File: config.mk
export PLATFORM = sky130hd
export DESIGN_NAME = instr_fetch_queue
export DESIGN_NICKNAME = d
export VERILOG_FILES = /design/src/rtl/instr_fetch_queue.sv
export SDC_FILE = /design/constraint.sdc
export NUM_CORES = 1
export LEC_CHECK = 0
export CAP_MARGIN = 20
export CORE_UTILIZATION = 47
export CTS_CLUSTER_SIZE = 16
export DETAILED_ROUTE_END_ITERATION = 12
export GPL_ROUTABILITY_DRIVEN = 0
export PLACE_DENSITY = 0.83
export SLEW_MARGIN = 40
export SYNTH_ARGS = -nofsm -noshare
export SYNTH_HDL_FRONTEND = slang
export SYNTH_SLANG_ARGS = --single-unit
File: constraint.sdc
create_clock -name clk -period 3.5 [get_ports clk]
set_input_delay 0.35 -clock clk [delete_from_list [all_inputs] [get_ports clk]]
set_output_delay 0.35 -clock clk [all_outputs]
set_load 0.05 [all_outputs]
File: src/rtl/instr_fetch_queue.sv
// -----------------------------------------------------------------------------
// instr_fetch_queue
//   Fetch-side front end of the pipelined RISC-V core. Owns the fetch PC,
//   issues one word request at a time to a variable-latency instruction
//   memory, and buffers returned {pc, instr} pairs in a small FIFO that the
//   IF stage drains under its IF/ID write enable. A branch redirect from ID
//   flushes the queue and discards any stale in-flight response.
//
// Ports
//   clk, rst        : clock, synchronous active-high reset
//   req_valid/addr  : word request to instruction memory (addr = fetch PC)
//   req_ready       : memory accepts the request this cycle
//   resp_valid/data : memory returns the instruction for the outstanding request
//   out_valid/pc/instr : queue head (pc=0, instr=NOP_INSTR when empty)
//   out_ready       : IF stage consumes the head this cycle
//   redirect_valid/pc : flush and restart fetch at redirect_pc (word aligned)
//   q_count         : FIFO occupancy (debug)
// -----------------------------------------------------------------------------
module instr_fetch_queue #(
    parameter int unsigned      Nbits     = 64,
    parameter int unsigned      DEPTH     = 4,
    parameter logic [Nbits-1:0] RESET_PC  = '0,
    parameter logic [31:0]      NOP_INSTR = 32'h00000013
) (
    input  logic                       clk,
    input  logic                       rst,
    output logic                       req_valid,
    output logic [Nbits-1:0]           req_addr,
    input  logic                       req_ready,
    input  logic                       resp_valid,
    input  logic [31:0]                resp_data,
    output logic                       out_valid,
    output logic [Nbits-1:0]           out_pc,
    output logic [31:0]                out_instr,
    input  logic                       out_ready,
    input  logic                       redirect_valid,
    input  logic [Nbits-1:0]           redirect_pc,
    output logic [$clog2(DEPTH):0]     q_count
);

    localparam int unsigned PtrW = $clog2(DEPTH);
    localparam int unsigned CntW = PtrW + 1;

    typedef enum logic {
        S_ISSUE = 1'b0,
        S_WAIT  = 1'b1
    } state_t;

    typedef struct packed {
        logic [Nbits-1:0] pc;
        logic [31:0]      instr;
    } fetchEntry_t;

    state_t            state;
    logic [Nbits-1:0]  fetchPc;
    logic [Nbits-1:0]  pendingPc;
    logic              dropResp;
    logic              fetchEnable;
    logic [PtrW-1:0]   rdPtr;
    logic [PtrW-1:0]   wrPtr;
    logic [CntW-1:0]   count;
    fetchEntry_t       entries [DEPTH];
    fetchEntry_t       headEntry;

    logic              reqFire;
    logic              respFire;
    logic              doPush;
    logic              doPop;
    logic              hasSpace;

    // Handshake and FIFO strobes
    always_comb begin
        hasSpace = (count < CntW'(DEPTH));
        reqFire  = req_valid & req_ready;
        respFire = (state == S_WAIT) & resp_valid;
        doPush   = respFire & ~dropResp & ~redirect_valid;
        doPop    = out_ready & out_valid & ~redirect_valid;
    end

    // Request side: a request is only offered when the response is guaranteed
    // a slot, so the FIFO can never overflow. fetchEnable holds req_valid low
    // for the reset cycle itself.
    assign req_valid = fetchEnable & (state == S_ISSUE) & hasSpace;
    assign req_addr  = fetchPc;

    // Head presentation
    assign headEntry = entries[rdPtr];
    assign out_valid = (count != '0);
    assign out_pc    = out_valid ? headEntry.pc    : '0;
    assign out_instr = out_valid ? headEntry.instr : NOP_INSTR;
    assign q_count   = count;

    // Fetch FSM, pointers and occupancy
    always_ff @(posedge clk) begin
        if (rst) begin
            state       <= S_ISSUE;
            fetchPc     <= RESET_PC;
            pendingPc   <= '0;
            dropResp    <= 1'b0;
            fetchEnable <= 1'b0;
            rdPtr       <= '0;
            wrPtr       <= '0;
            count       <= '0;
        end else if (redirect_valid) begin
            fetchEnable <= 1'b1;
            rdPtr       <= '0;
            wrPtr       <= '0;
            count       <= '0;
            fetchPc     <= redirect_pc & ~Nbits'(3);
            if (respFire) begin
                // Outstanding response lands in the redirect cycle: it is
                // discarded here, so nothing remains in flight to wait for.
                state    <= S_ISSUE;
                dropResp <= 1'b0;
            end else if ((state == S_WAIT) || reqFire) begin
                // A stale response is still coming; swallow it when it arrives.
                state    <= S_WAIT;
                dropResp <= 1'b1;
            end else begin
                // Unaccepted request is simply retracted.
                state    <= S_ISSUE;
            end
        end else begin
            fetchEnable <= 1'b1;
            case (state)
                S_ISSUE: begin
                    if (reqFire) begin
                        pendingPc <= fetchPc;
                        fetchPc   <= fetchPc + Nbits'(4);
                        state     <= S_WAIT;
                    end
                end
                S_WAIT: begin
                    if (resp_valid) begin
                        dropResp <= 1'b0;
                        state    <= S_ISSUE;
                    end
                end
                default: state <= S_ISSUE;
            endcase

            if (doPush) wrPtr <= wrPtr + PtrW'(1);
            if (doPop)  rdPtr <= rdPtr + PtrW'(1);

            case ({doPush, doPop})
                2'b10:   count <= count + CntW'(1);
                2'b01:   count <= count - CntW'(1);
                default: count <= count;
            endcase
        end
    end

    // FIFO storage (no reset needed: entries are only read when counted valid)
    always_ff @(posedge clk) begin
        if (doPush) begin
            entries[wrPtr] <= '{pc: pendingPc, instr: resp_data};
        end
    end

    // The space check at issue time makes a push into a full queue impossible
    assert property (@(posedge clk) disable iff (rst)
        !(doPush && (count == CntW'(DEPTH))));

endmodule
==> impl_metrics.yaml <==
floorplanning:
  io_pins: 267
  core.rowCount: 76
  core_um2: 43100
  initial_utilization_pct: 47.7
  die_width_um: 211
  die_area_um2: 44500
  die_h_um: 211
cells_and_area:
  fin_util_pct: 60.1
  design_area_um2: 25900
  syn_to_final_growth_pct: 26.1
  multi_input_area_um2: 6140
  register_area_um2: 14000
  layout.cells.non_filler: 2299
  drive_above_1_share_pct: 13.9
  layout.nets: 1775
  fillers: 3216
drt:
  routed_via_density: 5.74
  via_count: 13200
  route.detailed.drc: 0
  firstDrtPassIters: 5
  post_drt_wl_per_cell_um: 22.5
  drt-total-wl_um: 51800
  dr.first_iter.drc_count: 1110
  route.antenna.remaining_nets: 0
placement:
  io_buffers: 260
  pre_cts_slack_ps: 516
  placed_area_um2: 24000
  dpl.hpwl_um: 33000
  place_inst: 2196
synth:
  async_reset_ff_share_pct: 0
  seq_area_frac_synth_pct: 68.2
  synth_area_leader_cell: "edfxtp_1"
  post_synth_num_cell_types: 50
  yosysTopAreaCellShare_pct: 55.0
  synthCells: 1400
  yosys-top-cells-area: "edfxtp_1 55%, dfxtp_1 13%, mux4_2 10%, and2_1 3.1%, nand2_1 2.8%"
  synth_enable_flop_cells: 376
  syn_avg_cell_area_um2: 14.7
  synthFlopType: "edfxtp_1"
  synth_seq_cells: 512
  ys_warn_count: 0
  netlist_area_um2: 20500
global_route:
  grt_max_degree: 63
  grt.overflow.total: 0
  track_usage_pct: 23.5
  antenna_found_initial: 4
  grt_pass1_wl_um: 78600
  grt_pass1_vias: 13600
worst_setup_path:
  critPathLaunchType: "flop"
  worstPathRequired_ps: 3150
  path_cells: "buf_4 > mux4_2 > and2_1 > clkdlybuf4s50_1"
  cp_max_fo: 14
  reg2reg_from: "req_addr[20]$_SDFFE_PP0P_"
  reg2reg_depth: 5
  cpPeakStageDelay_ps: 700
  reg2reg_setup_slack_ps: 730
  path_class: "reg2out"
  crit_arrival_ps: 2920
  setup.worst_path.end_class: "output port"
  r2r_end: "req_addr[60]$_SDFFE_PP0P_"
  crit_path_top_delay_cell: "clkdlybuf4s50_1"
cts:
  cts.sinks: 512
  post_cts_buffers: 0
  cts_tree: "built"
  cts.repair.resized: 0
  cts.htree.levels: 2
  clockBufferDepth: 3
  cts_hold_buffers: 0
  clkLatencyLatePin_ps: 600
  cts_buffers: 52
  cts.clk_slew.worst_paths_ps: 60
  cts-root-buf: "clkbuf_16"
power_and_ir_drop:
  vdd_drop_max_mv: 0.351
  p_clk_share_pct: 44.1
  p_sw_w: 0.00288
  internal_power_w: 0.0104
  power.density_nw_per_um2: 511
  p_sw_share_pct: 21.7
  leakagePower_nw: 8.28
  p_comb_share_pct: 5.5
  p_seq_share_pct: 50.4
timing:
  timing.slew.headroom_pct: 43.7
  rsz0062_at_grt: "false"
  hold_violations: 0
  fin_ws_ps: 235
  setup_tns_ps: 0
  finalSetupViolations: 0
  finalCritPeriodShare_pct: 93.3
  finalCriticalPeriod_ps: 3270
  worst_slew_pin_slew_ps: 843
  finClkSkew_ps: 29.5
  slew_viol_final: 0
  fmax_mhz: 306
worst_hold_path:
  min_to: "pendingPc[33]$_SDFFE_PP0P_"
  hp-start: "rst"
  min_path_type: "in2reg"
  min_path_cells: 2
run_status:
  outcome: "complete, no violations"
job:
  maxCapViolations: 0
[power by group through the flow]
| stage | sequential [W] | combinational [W] | clock, W |
|---|---|---|---|
| final | 0.00667 | 0.000728 | 0.00583 |
| after global routing | 0.00668 | 0.000763 | 0.00614 |
| after CTS | 0.00667 | 0.000727 | 0.00593 |
| after detailed placement | 0.00680 | 0.000720 | 0 |
| after global placement | 0.00679 | 0.000710 | 0 |
| after floorplan | 0.00692 | 0.000229 | 0 |
[cell usage after synthesis (all sizes together) (13+ instances only)]
| cell type | n |
|---|---|
| o21ai | 13 |
| and3 | 16 |
| inv | 17 |
| a311oi | 14 |
| nor3 | 13 |
| xor2 | 24 |
| buf | 19 |
| dfxtp | 136 |
| xnor2 | 17 |
| edfxtp | 376 |
| and2 | 101 |
| nor2 | 66 |
| mux4 | 94 |
| a21oi | 70 |
| nand2 | 151 |
| clkbuf | 71 |
| a211oi | 29 |
| nand3 | 40 |
| nand4 | 32 |
[worst max path at each step]
stage                                         start                         to  slack [ps]  depth (start not counted)
after floorplan           req_addr[13]$_SDFFE_PP0P_  req_addr[63]$_SDFFE_PP0P_         770                          5
after global placement                    req_ready  req_addr[63]$_SDFFE_PP0P_         560                          6
after detailed placement                  req_ready  req_addr[60]$_SDFFE_PP0P_         520                          6
after CTS                                      flop               out_instr[5]          20                          4
after global routing                           flop                 out_pc[40]         100                          4
final                                          flop               out_instr[5]         230                          4
[sequential cells by signal (all words and copies together) (netlist names), named ones only]
| register | cells |
|---|---|
| pendingPc | 62 |
| dropResp | 1 |
| req_addr | 62 |
| state | 1 |
| entries | 376 |
| wrPtr | 2 |
| fetchEnable | 1 |
| q_count | 3 |
| rdPtr | 2 |
[routing by layer]
metal | vias to the layer above | GRT usage [%] | routed length (um)
li1 | 5879 | - | -
met1 | 6594 | 30.2 | 20900
met2 | 595 | 38.5 | 25000
met3 | 130 | 4.46 | 3880
met4 | 0 | 11.1 | 2040
met5 | - | 0 | 0
[cells by family (layout without fill, tap and decap cells)]
logic type,Yosys count,count (layout),share of synthesized area (%)
other cells,1,8,0.0183
xor+xnor,41,41,1.75
simple gates,477,477,12.0
flops,512,512,68.2
fa+ha+maj,7,7,0.463
buf+inv,107,414,2.03
mux,98,98,10.5
compound gates,157,157,4.97
[critical path: cells and delay by family, from the launching register on]
| family | cells | cell delay (ps) |
|---|---|---|
| muxes | 1 | 540 |
| DFF | 1 | 540 |
| and+or+nand+nor | 1 | 180 |
| buffers and inverters | 2 | 1060 |
[final cells by class]
type,count,share of cell area (%)
sequential,512,54.2
multi-input combinational,784,23.7
timing repair buffer,299,12.0
clock buffer,64,5.44
tap,585,2.83
clock inverter,34,1.61
inverter,17,0.246
antenna,4,0.0387
[cell usage in the layout (no fill, tap or decap), types with 4 or more instances in the layout]
master / instances
ha_1: 6
bufinv_16: 9
xnor2_1: 17
and2_4: 4
diode_2: 4
nand2_1: 150
dfxtp_1: 134
a211oi_1: 29
or4_1: 10
and2_1: 97
clkinv_1: 7
clkbuf_1: 7
a311oi_1: 14
nand3_1: 40
o21a_1: 5
nor2_1: 65
buf_12: 15
and3_1: 16
a21oi_1: 70
or3_1: 9
and4_1: 12
clkbuf_16: 53
inv_1: 15
xor2_1: 24
edfxtp_1: 376
o21ai_0: 13
mux4_2: 94
mux2i_1: 4
conb_1: 4
o31ai_1: 8
buf_4: 25
nor4_1: 10
clkinv_2: 9
nor3_1: 12
clkbuf_8: 4
clkdlybuf4s50_1: 258
nand4_1: 32
[per-stage QoR]
| step | power [W] | hold WS (ps) |
|---|---|---|
| floorplan | 0.00715 | 448 |
| global placement | 0.00750 | 460 |
| detailed placement | 0.00752 | 481 |
| CTS | 0.0133 | 119 |
| global route | 0.0136 | 170 |
| finish | 0.0132 | 147 |
(Power assumes the default switching activity.)
